[src/rtl/mem_arbiter.sv]
// mem_arbiter: grants one of NUM_PORTS requesters and serialises its 1/2/4-byte access onto a byte-wide bus.
// Optional feature macro MEM_ARB_ROUND_ROBIN_EN selects round-robin grants; without it port 0 has fixed top priority.
module mem_arbiter #(
  parameter int NUM_PORTS = 2,
  parameter int ADDR_W    = 32
) (
  input  logic                        clk_in,
  input  logic                        rst_in,
  input  logic                        rdy_in,
  input  logic [NUM_PORTS-1:0]        req_valid,
  input  logic [NUM_PORTS-1:0]        req_we,
  input  logic [2*NUM_PORTS-1:0]      req_len,
  input  logic [ADDR_W*NUM_PORTS-1:0] req_addr,
  input  logic [32*NUM_PORTS-1:0]     req_wdata,
  output logic [NUM_PORTS-1:0]        resp_done,
  output logic [31:0]                 resp_rdata,
  output logic                        busy,
  input  logic [7:0]                  mem_din,
  output logic [7:0]                  mem_dout,
  output logic [31:0]                 mem_a,
  output logic                        mem_wr,
  input  logic                        io_buffer_full
);

  localparam int PW = (NUM_PORTS > 1) ? $clog2(NUM_PORTS) : 1;

  typedef enum logic [1:0] {IDLE, XFER, LAST, DONE} state_t;

  state_t        state_q, state_d;
  logic [1:0]    i_q, i_d;
  logic [1:0]    last_q, last_d;
  logic          we_q, we_d;
  logic [31:0]   addr_q, addr_d;
  logic [31:0]   wdata_q, wdata_d;
  logic [31:0]   rdata_q, rdata_d;
  logic [PW-1:0] win_q, win_d;

  logic          grant_any;
  logic [PW-1:0] grant_idx;
  logic [31:0]   cur_addr;
  logic          stall;

`ifdef MEM_ARB_ROUND_ROBIN_EN
  logic [PW-1:0] ptr_q, ptr_d;
  int            rr_idx;

  // Scan downward so the requester nearest the pointer is the last one written and wins.
  always_comb begin
    grant_any = 1'b0;
    grant_idx = '0;
    rr_idx    = 0;
    for (int k = NUM_PORTS - 1; k >= 0; k--) begin
      rr_idx = int'(ptr_q) + k;
      if (rr_idx >= NUM_PORTS) rr_idx = rr_idx - NUM_PORTS;
      if (req_valid[PW'(rr_idx)]) begin
        grant_any = 1'b1;
        grant_idx = PW'(rr_idx);
      end
    end
  end

  always_comb begin
    ptr_d = ptr_q;
    if (state_q == IDLE && grant_any)
      ptr_d = (grant_idx == PW'(NUM_PORTS - 1)) ? '0 : grant_idx + 1'b1;
  end

  always_ff @(posedge clk_in) begin
    if (rst_in)      ptr_q <= '0;
    else if (rdy_in) ptr_q <= ptr_d;
  end
`else
  always_comb begin
    grant_any = 1'b0;
    grant_idx = '0;
    for (int k = NUM_PORTS - 1; k >= 0; k--) begin
      if (req_valid[PW'(k)]) begin
        grant_any = 1'b1;
        grant_idx = PW'(k);
      end
    end
  end
`endif

  assign cur_addr = addr_q + {30'b0, i_q};
  // Writes into the UART region wait while its transmit buffer is full.
  assign stall    = we_q & (cur_addr[17:16] == 2'b11) & io_buffer_full;

  always_comb begin
    state_d  = state_q;
    i_d      = i_q;
    last_d   = last_q;
    we_d     = we_q;
    addr_d   = addr_q;
    wdata_d  = wdata_q;
    rdata_d  = rdata_q;
    win_d    = win_q;
    mem_a    = '0;
    mem_dout = '0;
    mem_wr   = 1'b0;
    case (state_q)
      IDLE: begin
        if (grant_any) begin
          state_d = XFER;
          win_d   = grant_idx;
          we_d    = req_we[grant_idx];
          addr_d  = 32'(req_addr[grant_idx*ADDR_W +: ADDR_W]);
          wdata_d = req_wdata[grant_idx*32 +: 32];
          rdata_d = '0;
          i_d     = '0;
          case (req_len[grant_idx*2 +: 2])
            2'b00:   last_d = 2'd0;
            2'b01:   last_d = 2'd1;
            default: last_d = 2'd3;
          endcase
        end
      end
      XFER: begin
        mem_a = cur_addr;
        if (we_q) begin
          case (i_q)
            2'd0:    mem_dout = wdata_q[7:0];
            2'd1:    mem_dout = wdata_q[15:8];
            2'd2:    mem_dout = wdata_q[23:16];
            default: mem_dout = wdata_q[31:24];
          endcase
          mem_wr = rdy_in & ~stall;
          if (!stall) begin
            if (i_q == last_q) state_d = DONE;
            else               i_d     = i_q + 2'd1;
          end
        end else begin
          // Read data trails its address by one cycle, so this edge captures the previous byte.
          if (i_q != 2'd0)
            rdata_d = rdata_q | ({24'b0, mem_din} << {i_q - 2'd1, 3'b000});
          if (i_q == last_q) state_d = LAST;
          else               i_d     = i_q + 2'd1;
        end
      end
      LAST: begin
        rdata_d = rdata_q | ({24'b0, mem_din} << {last_q, 3'b000});
        state_d = DONE;
      end
      DONE:    state_d = IDLE;
      default: state_d = IDLE;
    endcase
  end

  always_ff @(posedge clk_in) begin
    if (rst_in) begin
      state_q <= IDLE;
      i_q     <= '0;
      last_q  <= '0;
      we_q    <= 1'b0;
      addr_q  <= '0;
      wdata_q <= '0;
      rdata_q <= '0;
      win_q   <= '0;
    end else if (rdy_in) begin
      state_q <= state_d;
      i_q     <= i_d;
      last_q  <= last_d;
      we_q    <= we_d;
      addr_q  <= addr_d;
      wdata_q <= wdata_d;
      rdata_q <= rdata_d;
      win_q   <= win_d;
    end
  end

  always_comb begin
    for (int k = 0; k < NUM_PORTS; k++)
      resp_done[k] = (state_q == DONE) && (win_q == PW'(k));
  end

  assign resp_rdata = (state_q == DONE && !we_q) ? rdata_q : 32'b0;
  assign busy       = (state_q != IDLE);

endmodule

[config.mk]
export PLATFORM = sky130hd
export DESIGN_NAME = mem_arbiter
export DESIGN_NICKNAME = d
export VERILOG_FILES = /design/src/rtl/mem_arbiter.sv
export SDC_FILE = /design/constraint.sdc
export NUM_CORES = 1
export LEC_CHECK = 0
export CORE_ASPECT_RATIO = 1.1
export CORE_MARGIN = 2
export CORE_UTILIZATION = 68
export CTS_BUF_LIST = sky130_fd_sc_hd__clkbuf_8 sky130_fd_sc_hd__clkbuf_16
export DETAILED_ROUTE_END_ITERATION = 8
export DONT_BUFFER_PORTS = 1
export PLACE_DENSITY = 0.92
export SLEW_MARGIN = 20
export SYNTH_ARGS = -nofsm -noshare
export SYNTH_HDL_FRONTEND = slang
export SYNTH_SLANG_ARGS = --single-unit
[constraint.sdc]
create_clock -name clk_in -period 4.7 [get_ports clk_in]
set_input_delay 0.94 -clock clk_in [delete_from_list [all_inputs] [get_ports clk_in]]
set_output_delay 0.94 -clock clk_in [all_outputs]
set_load 0.05 [all_outputs]
# [After elaboration in Yosys (flattened, before gate mapping)]
# Index checks and enable logic that the tools add are counted.
[word_totals] reg_bits=104 inputBits=148 out_inout_bits=76 elab_cells=80
[classes] n_reduce_logical=15 n_lt_le_gt_ge=1 n_shift=5 eq_ne=14 n_mux=27 addsub=3 n_bitwise=7
[ops] op="two-way mux 32 bit" count=5
[ops] op="variable part select 64 x 7 -> 32 bit" count=2
[ops] op="one-hot mux 32 bit (3 select lines)" count=1
[ops] op="OR 32 bit" count=2
[ops] op="<< shifter 8 x 5 -> 32 bit" count=2
[ops] op="adder 32 x 2 -> 32 bit" count=1
[ops] op="one-hot mux 8 bit (3 select lines)" count=1
[ops] op="two-way mux 2 bit" count=9
[ops] op="two-way mux 8 bit" count=2
[ops] op="AND reduction 5 bit" count=2
[ops] op="!= test 3 bit, second input constant" count=3
[ops] op="equality test 2 bit, second input constant" count=4
[ops] op="one-hot mux 2 bit (2 select lines)" count=2
[ops] op="one-hot mux 2 bit (4 select lines)" count=1
[ops] op="equality test 2 x 1 -> 1 bit, second input constant" count=3
[ops] op="logical NOT 2 bit" count=3
[ops] op="two-way mux 1 bit" count=6
[ops] op="!= test 2 bit, second input constant" count=3
[ops] op="nonzero test 2 bit" count=3
[ops] op="AND reduction 4 bit" count=1
[ops] op="variable part select 4 x 3 -> 2 bit" count=1
[ops] op="AND 1 bit" count=3
[ops] op="logical AND 1 bit" count=3
[ops] op="AND reduction 3 bit" count=1
[ops] op="other kinds (7)" count=8

# [Longest topological paths before layout]
[depth] ltp_word=8 ltp_mapped=10 ltp_nobuf=8

# [Least setup slack after synthesis]
# Ideal clock, no wire load.
[synth_timing] path_kind="register to output" from="reg i_q[0]" to="out mem_a[18]" stages_incl_launch_ff=8 t_arrival_ps=2773 slack_ps=987 t_required_ps=3760 cell_sequence="dfxtp_1 -> ha_1 -> fa_1 -> nand4_2 -> nor2_1 -> nand2_1 -> or3_1 -> a21boi_0"
[synth_between] elab_chain_len=2
[synth_rtl] element="start, declared" line="30" source="logic [1:0] i_q, i_d;"
[synth_rtl] element="start signal, assigned" line="161" source="i_q <= i_d;"
[synth_rtl] element="adder 32 x 2 -> 32 bit" line="85" source="assign cur_addr = addr_q + {30'b0, i_q};"
[synth_rtl] element="two-way mux 32 bit" line="101" source="case (state_q)"
[synth_rtl] element="end, declared" line="20" source="output logic [31:0] mem_a,"
# Every way passes these cells.

# [Final worst setup path]
[layout_timing] from="reg i_q[0]" to="out mem_wr"
[layout_between] elab_chain_len=8
[layout_rtl] element="adder 32 x 2 -> 32 bit" line="85"
[layout_rtl] element="equality test 2 bit" line="87" source="assign stall = we_q & (cur_addr[17:16] == 2'b11) & io_buffer_full;"
[layout_rtl] element="AND 1 bit (2 in a row)" line="87"
[layout_rtl] element="NOT 1 bit" line="127" source="mem_wr = rdy_in & ~stall;"
[layout_rtl] element="AND 1 bit" line="127"
[layout_rtl] element="two-way mux 1 bit" line="120" source="if (we_q) begin"
[layout_rtl] element="two-way mux 1 bit" line="101"
[layout_rtl] element="end, declared" line="21" source="output logic mem_wr,"
# Every way passes these cells.

==> metrics.cfg <==
[outcome]
status = finished, final reports clean

[clock_tree]
cts_num_sinks = 103
root_buffer = clkbuf_8
cts_resized = 0
clock_latency_ns = 0.35
numCtsBuffers = 9
postCtsSetupRepairBufs = 0
cts_hold_buf = 0
h-tree-depth = 3
cts_tree = yes
cts.clk_slew.worst_paths_ns = 0.10
clock_path_buffers = 2

[timing]
worst_pin_slew_ns = 1.053
setup_viol = 0
period_share_pct = 85.54
fin_ws_ns = 0.6795
drv_slew = 0
finalClockSkew_ns = 0.01074
final_hold_viol_count = 0
finalHoldWorstSlack_ns = 0.4558
period_needed_ns = 4.020
finalSetupTns_ns = 0
max_freq_mhz = 248.7
rsz0062_at_grt = no
relSlewSlack_pct = 29.22

[synth]
synth_flop_cell = dfxtp_1
synth.distinct_cells = 48
synthSimpleGateAreaFrac_pct = 30.27
ys_ff_latch = 103
synthMuxAreaShare_pct = 0.3931
synthAdderAreaFrac_pct = 2.850
ys_warn_count = 0
async_flop_share_pct = 0
synth_compound_area_share_pct = 17.17
yosys.area_share.xor_xnor_pct = 4.300
synth_fp_nets = 825
syn_area_per_cell_sq_um = 7.646
synth_edf_count = 0
netlist_instances = 666
synthesis.area_sq_um = 5092
ys_seq_area_share_pct = 40.49
synth_top_family_by_area = simple AND/OR/NAND/NOR gates

[global_route]
track_usage_pct = 27.75
antenna_found_initial = 0
grt_pass1_wl_um = 18440
grt_max_degree = 73
overflow = 0
grt_pass1_vias = 4096

[drt]
drt_pre_antenna_iters = 7
wl_um = 11660
drtIter0Drc = 271
via_per_inst = 6.143
drt-wirelength-per-cell_um = 15.84
vias = 4521
drcViolationCount = 0
ant_nets = 0

[floorplanning]
die_w_um = 86.51
rows = 33
core_sq_um = 7350
dieHeight_um = 94.76
dieArea_sq_um = 8198
start_util_pct = 69.29
io-pin-count = 224

[setup_path]
critical_path_peak_fanout = 10
crit_chain = ha_1 > fa_1 > nand4_2 > nor4_4 > mux2i_1 > o21ai_2 > and2_4 > nor2b_1 > buf_4
slowest_delay_ns = 0.57
cp.arrival_ns = 3.08
critPathKind = reg2out
reg2reg_depth = 8
cpMaxStageDelayCell = dfxtp_1
worst_setup_path_start_kind = register
critPathCaptureType = primary output
required_ns = 3.76

[final_layout]
final_cells = 736
layout-drive-gt1-share_pct = 6.626
diodes = 0
syn_to_final_growth_pct = 4.251
final_nets = 803
fill_cells = 583

[placed_design]
place_ws_ns = 1.094
port_buffers = 0
dp.final_hpwl_um = 8273
dp_cells = 720
place.gp.congestion = 0.8436

[power_and_ir_drop]
leakagePower_nw = 2.022
ir_drop_mv = 0.2757
powerDensity_nw_per_um2 = 432.9
finalPower_w = 0.002298

[hold_path]
hold_path.class = reg2reg
whs_path_depth = 2

[job]
maxCapViolations = 0

-- power by group --
part | switching, W | total (W) | internal, W
Sequential | 0.0000993 | 0.00109 | 0.000986
Combinational | 0.000503 | 0.000705 | 0.000202
Clock | 0.000309 | 0.000509 | 0.000200
Total | 0.000911 | 0.00230 | 0.00139
-- cell usage in the layout, fill, tap and decap left out, types with 3 or more instances in the layout --
cell | Yosys | routed
nand2_1 | 147 | 146
dfxtp_1 | 103 | 103
a21oi_1 | 75 | 75
nor2_1 | 59 | 59
and2_1 | 55 | 54
a31oi_1 | 35 | 35
inv_1 | 14 | 15
xor2_1 | 13 | 13
nand3_1 | 12 | 12
xnor2_1 | 12 | 12
buf_4 | 1 | 12
o21ai_0 | 10 | 10
ha_1 | 10 | 10
nor3_1 | 9 | 9
clkbuf_8 | 0 | 9
a222oi_1 | 8 | 8
or3_1 | 8 | 8
a21boi_1 | 1 | 6
nor2b_1 | 5 | 5
and3_1 | 4 | 4
nand4_1 | 4 | 4
clkinv_4 | 0 | 3
-- metal layers --
| metal | GRT usage (%) | wire length [um] |
|---|---|---|
| met1 | 33.87 | 4729 |
| met2 | 47.12 | 5718 |
| met3 | 6.119 | 881 |
| met4 | 11.72 | 333 |
| met5 | 0 | 0 |
-- state kept, by name, indices dropped and copies added (netlist names) --
name	count
i_q	2
we_q	1
wdata_q	32
last_q	2
addr_q	32
state_q	2
rdata_q	32
-- worst max-delay path: cells and delay by family (launching register included) --
family / cells / cell delay (ns)
flops: 1 / 0.57
fa+ha+maj: 2 / 0.57
mux: 1 / 0.32
buf+inv: 1 / 0.20
simple gates: 4 / 0.96
compound gates: 1 / 0.11
-- synth_stat cells (all sizes together) (2+ instances only) --
cell type,instances,area (sq um)
clkbuf,39,146.4
nor2b,5,31.28
mux2i,2,20.02
dfxtp,103,2062
and3,4,25.02
a31oi,35,219.0
ha,10,125.1
or3,8,50.05
nand2,147,551.8
a21oi,75,375.4
nor2,60,227.7
xor2,13,113.9
nor3,12,81.33
a21boi,6,45.05
nand3,13,70.07
xnor2,12,105.1
a222oi,8,80.08
nand2b,2,12.51
nand4,7,80.07
and4,2,22.52
inv,14,52.55
and2,56,352.8
a32o,2,20.02
buf,6,27.52
nand3b,2,15.01
o31ai,2,15.01
o21ai,12,63.81
-- metrics by stage --
step | util (%) | cell area (sq um)
after detailed placement | 69.75 | 5126
after CTS | 72.22 | 5308
final | 72.23 | 5309
after global placement | 69.68 | 5121
after floorplan | - | 5092
after global routing | 72.23 | 5309
-- cell families after synthesis --
logic type / Yosys count
AND/OR/NAND/NOR: 319
flip-flops: 103
multiplexers: 2
XOR/XNOR: 25
AO/OA/AOI/OAI: 146
other: 1
buffers and inverters: 59
adder cells (fa/ha/maj): 11
-- area by class of cell --
| class | count | area [sq um] | share of cell area, % |
|---|---|---|---|
| clock buffers | 9 | 123.9 | 2.333 |
| well taps | 87 | 108.9 | 2.050 |
| multi-input cells | 504 | 2814 | 53.00 |
| repair buffers | 12 | 90.09 | 1.697 |
| flip-flops and latches | 103 | 2062 | 38.84 |
| inverters | 14 | 52.55 | 0.9899 |
| clock inverters | 7 | 57.56 | 1.084 |
-- worst paths after layout --
path	from	endpoint	slack, ns
setup / recovery	i_q[0]$_SDFFE_PP0P_	mem_wr	0.68
hold / removal	wdata_q[3]$_SDFFE_PP0P_	wdata_q[3]$_SDFFE_PP0P_	0.46
setup reg to reg	i_q[0]$_SDFFE_PP0P_	rdata_q[4]$_SDFFE_PP0P_	1.84
hold reg to reg	wdata_q[3]$_SDFFE_PP0P_	wdata_q[3]$_SDFFE_PP0P_	0.46
No activity file was read; power rests on OpenSTA's default activity.
